### src/rtl/cpu19_top.sv
// rtl/cpu19_top.sv - single-cycle 19-bit RISC core with external instruction and data memories
//
// Purpose:
//   Each cycle fetches one 19-bit instruction at PC and fully executes it
//   (decode, register read, ALU, optional load/store, write-back). Both memories
//   return read data combinationally within the same cycle.
//
// Ports:
//   clk                  in   1   rising-edge clock
//   reset_n              in   1   asynchronous reset, active HIGH despite the name
//   instr_mem_req_o      out  1   fetch request, high from the first edge after reset
//   instr_mem_addr_o     out  19  fetch address (PC, word addressed)
//   instr_mem_rd_data_i  in   19  instruction at PC, same cycle
//   data_mem_req_o       out  1   high only for a valid load/store
//   data_mem_addr_o      out  19  rs1 + sign-extended imm6
//   data_mem_byte_en_o   out  2   01 byte, 11 half/word, 00 idle
//   data_mem_wr_o        out  1   1 store, 0 load
//   data_mem_wr_data_o   out  19  store data, 0 otherwise
//   data_mem_rd_data_i   in   19  load data, same cycle

module cpu19_top (
    input  logic        clk,
    input  logic        reset_n,
    output logic        instr_mem_req_o,
    output logic [18:0] instr_mem_addr_o,
    input  logic [18:0] instr_mem_rd_data_i,
    output logic        data_mem_req_o,
    output logic [18:0] data_mem_addr_o,
    output logic [1:0]  data_mem_byte_en_o,
    output logic        data_mem_wr_o,
    output logic [18:0] data_mem_wr_data_o,
    input  logic [18:0] data_mem_rd_data_i
);

    localparam logic [3:0] OP_R     = 4'b0001;
    localparam logic [3:0] OP_LOAD  = 4'b0110;
    localparam logic [3:0] OP_STORE = 4'b0111;

    localparam logic [2:0] F7_ARITH = 3'b101;
    localparam logic [2:0] F7_LOGIC = 3'b111;

    // ------------------------------------------------------------------
    // Architectural state
    // ------------------------------------------------------------------
    logic [18:0] r_pc;
    logic        r_run;          // set on the first edge after reset; gates fetch/execute
    logic [18:0] r_regs [0:7];   // entry 0 exists but is never written nor observed

    // ------------------------------------------------------------------
    // Decode. Before the first post-reset edge the instruction is forced to
    // zero (opcode 0000 = NOP), which keeps every data output quiet.
    // ------------------------------------------------------------------
    logic [18:0] w_instr;
    logic [2:0]  w_f7;
    logic [2:0]  w_rs1;
    logic [2:0]  w_rs2;
    logic [2:0]  w_f3;
    logic [2:0]  w_rd;
    logic [3:0]  w_opcode;

    assign w_instr  = r_run ? instr_mem_rd_data_i : 19'd0;
    assign w_f7     = w_instr[18:16];
    assign w_rs1    = w_instr[15:13];
    assign w_rs2    = w_instr[12:10];
    assign w_f3     = w_instr[9:7];
    assign w_rd     = w_instr[6:4];
    assign w_opcode = w_instr[3:0];

    logic [18:0] w_rs1_val;
    logic [18:0] w_rs2_val;

    assign w_rs1_val = (w_rs1 == 3'd0) ? 19'd0 : r_regs[w_rs1];
    assign w_rs2_val = (w_rs2 == 3'd0) ? 19'd0 : r_regs[w_rs2];

    // ------------------------------------------------------------------
    // ALU
    // ------------------------------------------------------------------
    logic [4:0]  w_shamt;
    logic        w_shamt_big;
    logic [18:0] w_mul;
    logic [18:0] w_div;
    logic [18:0] w_sll;
    logic [18:0] w_srl;
    logic [18:0] w_sra;

    assign w_shamt     = w_rs2_val[4:0];
    // Amounts of 19..31 would leave no original bits; clamp explicitly.
    assign w_shamt_big = (w_shamt >= 5'd19);
    assign w_mul       = w_rs1_val * w_rs2_val;
    assign w_div       = (w_rs2_val == 19'd0) ? 19'h7FFFF : (w_rs1_val / w_rs2_val);
    assign w_sll       = w_shamt_big ? 19'd0 : (w_rs1_val << w_shamt);
    assign w_srl       = w_shamt_big ? 19'd0 : (w_rs1_val >> w_shamt);
    assign w_sra       = w_shamt_big ? {19{w_rs1_val[18]}}
                                     : 19'($signed(w_rs1_val) >>> w_shamt);

    logic        w_alu_valid;
    logic [18:0] w_alu_res;

    always_comb begin
        w_alu_valid = 1'b0;
        w_alu_res   = 19'd0;
        if (w_opcode == OP_R) begin
            if (w_f7 == F7_ARITH) begin
                w_alu_valid = 1'b1;
                case (w_f3)
                    3'b000:  w_alu_res = w_rs1_val + w_rs2_val;
                    3'b001:  w_alu_res = w_rs1_val - w_rs2_val;
                    3'b010:  w_alu_res = w_mul;
                    3'b011:  w_alu_res = w_div;
                    3'b100:  w_alu_res = w_rs1_val + 19'd1;
                    3'b101:  w_alu_res = w_rs1_val - 19'd1;
                    3'b110:  w_alu_res = w_rs1_val | w_rs2_val;
                    default: w_alu_res = w_rs1_val & w_rs2_val;
                endcase
            end else if (w_f7 == F7_LOGIC) begin
                w_alu_valid = 1'b1;
                case (w_f3)
                    3'b000:  w_alu_res = w_rs1_val ^ w_rs2_val;
                    3'b001:  w_alu_res = ~w_rs1_val;
                    3'b010:  w_alu_res = ($signed(w_rs1_val) < $signed(w_rs2_val)) ? 19'd1 : 19'd0;
                    3'b100:  w_alu_res = w_sll;
                    3'b101:  w_alu_res = w_srl;
                    3'b110:  w_alu_res = w_sra;
                    default: w_alu_valid = 1'b0;   // 011 and 111 are unassigned
                endcase
            end
        end
    end

    // ------------------------------------------------------------------
    // Load / store decode. The two formats place the low immediate bits
    // in different fields: loads use the rs2 slot, stores use the rd slot.
    // ------------------------------------------------------------------
    logic        w_ld_valid;
    logic        w_st_valid;
    logic        w_byte_access;
    logic [18:0] w_ld_imm;
    logic [18:0] w_st_imm;
    logic [18:0] w_ld_addr;
    logic [18:0] w_st_addr;
    logic [18:0] w_ld_data;
    logic [18:0] w_st_data;

    assign w_ld_imm  = {{13{w_instr[18]}}, w_instr[18:16], w_instr[12:10]};
    assign w_st_imm  = {{13{w_instr[18]}}, w_instr[18:16], w_instr[6:4]};
    assign w_ld_addr = w_rs1_val + w_ld_imm;
    assign w_st_addr = w_rs1_val + w_st_imm;

    always_comb begin
        w_ld_valid    = 1'b0;
        w_st_valid    = 1'b0;
        w_byte_access = 1'b0;
        w_ld_data     = 19'd0;
        w_st_data     = 19'd0;
        if (w_opcode == OP_LOAD) begin
            case (w_f3)
                3'b001: begin
                    w_ld_valid    = 1'b1;
                    w_byte_access = 1'b1;
                    w_ld_data     = {{11{data_mem_rd_data_i[7]}}, data_mem_rd_data_i[7:0]};
                end
                3'b010: begin
                    w_ld_valid    = 1'b1;
                    w_byte_access = 1'b1;
                    w_ld_data     = {11'd0, data_mem_rd_data_i[7:0]};
                end
                3'b011: begin
                    w_ld_valid = 1'b1;
                    w_ld_data  = {{3{data_mem_rd_data_i[15]}}, data_mem_rd_data_i[15:0]};
                end
                3'b100: begin
                    w_ld_valid = 1'b1;
                    w_ld_data  = data_mem_rd_data_i;
                end
                default: w_ld_valid = 1'b0;
            endcase
        end else if (w_opcode == OP_STORE) begin
            case (w_f3)
                3'b001: begin
                    w_st_valid    = 1'b1;
                    w_byte_access = 1'b1;
                    w_st_data     = {11'd0, w_rs2_val[7:0]};
                end
                3'b011: begin
                    w_st_valid = 1'b1;
                    w_st_data  = {3'd0, w_rs2_val[15:0]};
                end
                3'b100: begin
                    w_st_valid = 1'b1;
                    w_st_data  = w_rs2_val;
                end
                default: w_st_valid = 1'b0;
            endcase
        end
    end

    // ------------------------------------------------------------------
    // Data memory port (combinational from the current instruction)
    // ------------------------------------------------------------------
    always_comb begin
        data_mem_req_o     = 1'b0;
        data_mem_addr_o    = 19'd0;
        data_mem_byte_en_o = 2'b00;
        data_mem_wr_o      = 1'b0;
        data_mem_wr_data_o = 19'd0;
        if (w_ld_valid) begin
            data_mem_req_o     = 1'b1;
            data_mem_addr_o    = w_ld_addr;
            data_mem_byte_en_o = w_byte_access ? 2'b01 : 2'b11;
        end else if (w_st_valid) begin
            data_mem_req_o     = 1'b1;
            data_mem_addr_o    = w_st_addr;
            data_mem_byte_en_o = w_byte_access ? 2'b01 : 2'b11;
            data_mem_wr_o      = 1'b1;
            data_mem_wr_data_o = w_st_data;
        end
    end

    assign instr_mem_req_o  = r_run;
    assign instr_mem_addr_o = r_pc;

    // ------------------------------------------------------------------
    // Write-back and PC
    // ------------------------------------------------------------------
    logic        w_wb_en;
    logic [18:0] w_wb_data;

    assign w_wb_en   = (w_alu_valid || w_ld_valid) && (w_rd != 3'd0);
    assign w_wb_data = w_ld_valid ? w_ld_data : w_alu_res;

    always_ff @(posedge clk or posedge reset_n) begin
        if (reset_n) begin
            r_pc  <= 19'd0;
            r_run <= 1'b0;
            for (int i = 0; i < 8; i++) begin
                r_regs[i] <= 19'd0;
            end
        end else if (!r_run) begin
            // First edge out of reset only starts fetching; PC stays at 0.
            r_run <= 1'b1;
        end else begin
            r_pc <= r_pc + 19'd1;   // wraps naturally at 19 bits
            if (w_wb_en) begin
                r_regs[w_rd] <= w_wb_data;
            end
        end
    end

endmodule

### config.mk
export PLATFORM = sky130hd
export DESIGN_NAME = cpu19_top
export DESIGN_NICKNAME = d
export VERILOG_FILES = /design/src/rtl/cpu19_top.sv
export SDC_FILE = /design/constraint.sdc
export NUM_CORES = 2
export LEC_CHECK = 0
export CAP_MARGIN = 10
export CORE_ASPECT_RATIO = 1.1
export CORE_MARGIN = 2
export CORE_UTILIZATION = 53
export DETAILED_ROUTE_END_ITERATION = 10
export PLACE_DENSITY = 0.73
export SYNTH_ARGS = -nofsm -noshare
export SYNTH_HDL_FRONTEND = slang
export SYNTH_SLANG_ARGS = --single-unit
### constraint.sdc
create_clock -name clk -period 56.1 [get_ports clk]
set_input_delay 14.025 -clock clk [delete_from_list [all_inputs] [get_ports clk]]
set_output_delay 14.025 -clock clk [all_outputs]
set_load 0.01 [all_outputs]
==> results.md <==
* Setup WS post-layout at 2380 ps
* #FFs+latches synth at 153
* Synth Flop Type: dfrtp_1
* Cell Area, Synth at 30200 um2
* Clk_lat worst skew at 450 ps
* Setup slack at placement at 81.3 ps
* Critical Path Fanout Max at 23
* Hold buffers post-CTS at 0
* Hold Path Origin: instr_mem_addr_o[18]
* CTS clk-pin slew, worst paths at 70 ps
* Hpwl dp at 93900 um
* Reg2reg path depth at 170
* CTS tree: done
* WS Path Type: in -> reg
* Hold path cells at 1
* Final Cycle Share at 0.958
* CP peak stage delay at 660 ps
* Top sig layer: met5
* Inst Count DP at 4710
* Achievable Freq at 18.6 MHz
* Worst Hold Class: reg -> reg
* Row cnt at 91
* Outcome: complete, no violations
* WL final at 128000 um
* Pre-antenna DRT Iters at 6
* Crit end category: register
* Warnings, synthesis at 0
* Number of antenna violations at the first check in global routing at 7
* Arr. time, crit path at 53980 ps
* CP dominant cell by count: o21a_1
* Final-report hold violation count at 0
* CTS root buf: clkbuf_16
* CP Data Required Time at 56360 ps
* Largest net degree at the start of global routing at 104
* Avg Inst Size Synth at 7.63 um2
* Slowest cell on crit path: a211oi_1
* Worst Hold Endpoint: instr_mem_addr_o[18]
* Antenna-violating nets left at 0
* Area after DPL at 32200 um2
* Synth cell count leaders: nand2_1, nor2_1, ha_1, inv_1, o21ai_0
* Synth async-reset ratio at 1.00
* GRT Resource Usage Total at 0.433
* Layout cells sized above 1 at 0.0881
* Slew @ Worst Pin at 1300 ps
* Remaining DRCs at 0
* Startpoint types: input port
* CTS Buf Count at 17
* Worst R2R Setup Slack at 15800 ps
* Syn Inst Count at 3958
* Maxcap violations at 0
* DR iter-0 viols at 3500
* Max Transition Viols Final at 0
* Post-Layout Cell Count at 4756
* Met3 wire len at 13900 um
* Initial Util at 0.537
* Final net count at 4517
* Vias in the first global route at 30700
* Fill cell count at 5327
* Fin crit period at 53720 ps
* # port buffers at 101
* Die area at 58900 um2
* Sum Neg Setup Slack at 0 ps
* Distinct cells, synth at 97
* Leading area contributor after synthesis: ha_1
* Worst slew margin at 0.132
* FF-to-FF Start: instr_mem_req_o
* CTS max path bufs at 2
* Core region area at 56200 um2
* # setup viols final at 0
* Register area share after synthesis at 0.127
* Vias per cell at 6.72
* Most frequent cell after synthesis: nand2_1
* DR WL met2 at 55500 um
* Die Span X at 232 um
* Net Count, Synth at 4481
* Share of the synthesized area in the top cell type at 0.148
* M1 wire length at 47200 um
* Reg-to-Reg End: r_regs[38]
* First-pass GRT wire length at 191000 um
* Final instance area at 33100 um2
* I/O pins at 102
* Die Y at 254 um
* Post-synth EDFFs at 0
* Gpl congestion at 1.06
* Drt wl/cell at 26.9 um
* Max H-tree Level at 4
* GRT overflow at 0
* Area contributors post-synth: ha_1, dfrtp_1, fa_1
* Clock skew at 15.1 ps
* DR vias at 32000
* Synth-to-Final Area Change at 9.65%
* CTS sink count at 153
what timing repair did:
action / CTS / global route
hold endpoints to repair: 0 / 0
buffers inserted: 0 / 7
setup endpoints to repair: 0 / 14
gates resized for setup: 0 / 42
layout make-up:
| type | count | area (um2) | area share |
|---|---|---|---|
| Antenna cell | 5 | 12.5 | 0.000378 |
| Clock buffer | 17 | 425 | 0.0129 |
| Clock inverter | 15 | 161 | 0.00488 |
| Inverter | 295 | 1120 | 0.0337 |
| Multi-Input combinational cell | 3307 | 24700 | 0.747 |
| Sequential cell | 153 | 3830 | 0.116 |
| Tap cell | 744 | 931 | 0.0281 |
| Timing Repair Buffer | 220 | 1880 | 0.0569 |
worst max-delay path: cells and delay by family:
family                   cells  cell delay [ps]
adder cells (fa/ha/maj)     18             5690
AND/OR/NAND/NOR             40             8940
buffers and inverters       11             1960
AO/OA/AOI/OAI               92            20420
multiplexers                 9             2840
worst max-delay path by stage:
stage	from	end	slack, ps
final	instr_mem_rd_data_i[11]	r_regs[38]	2380
after global routing	instr_mem_rd_data_i[12]	r_regs[38]	-10
after CTS	instr_mem_rd_data_i[11]	r_regs[38]	180
after detailed placement	instr_mem_rd_data_i[11]	r_regs[57]	80
after global placement	instr_mem_rd_data_i[11]	r_regs[57]	1200
after floorplan	instr_mem_rd_data_i[12]	r_regs[38]	3350
per-layer routing:
metal / vias to the layer above / global-route usage
met1: 15200 / 0.514
met4: 8 / 0.328
li1: 14300 / -
met5: - / 0
met2: 1898 / 0.672
met3: 623 / 0.115
flip-flops by register name, summed over array words and instances (netlist names):
signal,flops
instr_mem_req_o,1
instr_mem_addr_o,19
r_regs,133
cell usage in the layout (no fill, tap or decap), types with 47 or more instances in the layout:
cell,n
clkdlybuf4s50_1,95
nand2_1,432
nand3_1,49
a31oi_1,47
nor3_1,116
nor2_1,384
a21oi_1,266
a21o_1,76
o21ai_0,280
o21a_1,89
inv_1,281
mux2_2,62
mux2i_1,68
dfrtp_1,152
ha_1,356
xnor2_1,135
fa_1,127
buf_4,117
nand2b_1,51
stage by stage:
stage,util,hold WS (ps)
after global placement,0.573,468
after CTS,0.584,482
after detailed placement,0.573,462
after global routing,0.588,515
after floorplan,-,460
final,0.589,476
cells by family (layout without fill, tap and decap cells):
kind of cell / Yosys count / in the layout / share of synthesized area
adder cells (fa/ha/maj): 483 / 483 / 0.232
multiplexers: 169 / 169 / 0.0715
AND/OR/NAND/NOR: 1280 / 1280 / 0.193
flip-flops: 153 / 153 / 0.127
AO/OA/AOI/OAI: 1194 / 1194 / 0.262
other: 1 / 6 / 0.000124
XOR/XNOR: 180 / 180 / 0.0522
buffers and inverters: 498 / 547 / 0.0634
Power is not shown: default switching activity piles up to over one toggle a cycle in this logic, so the estimate is an artifact.
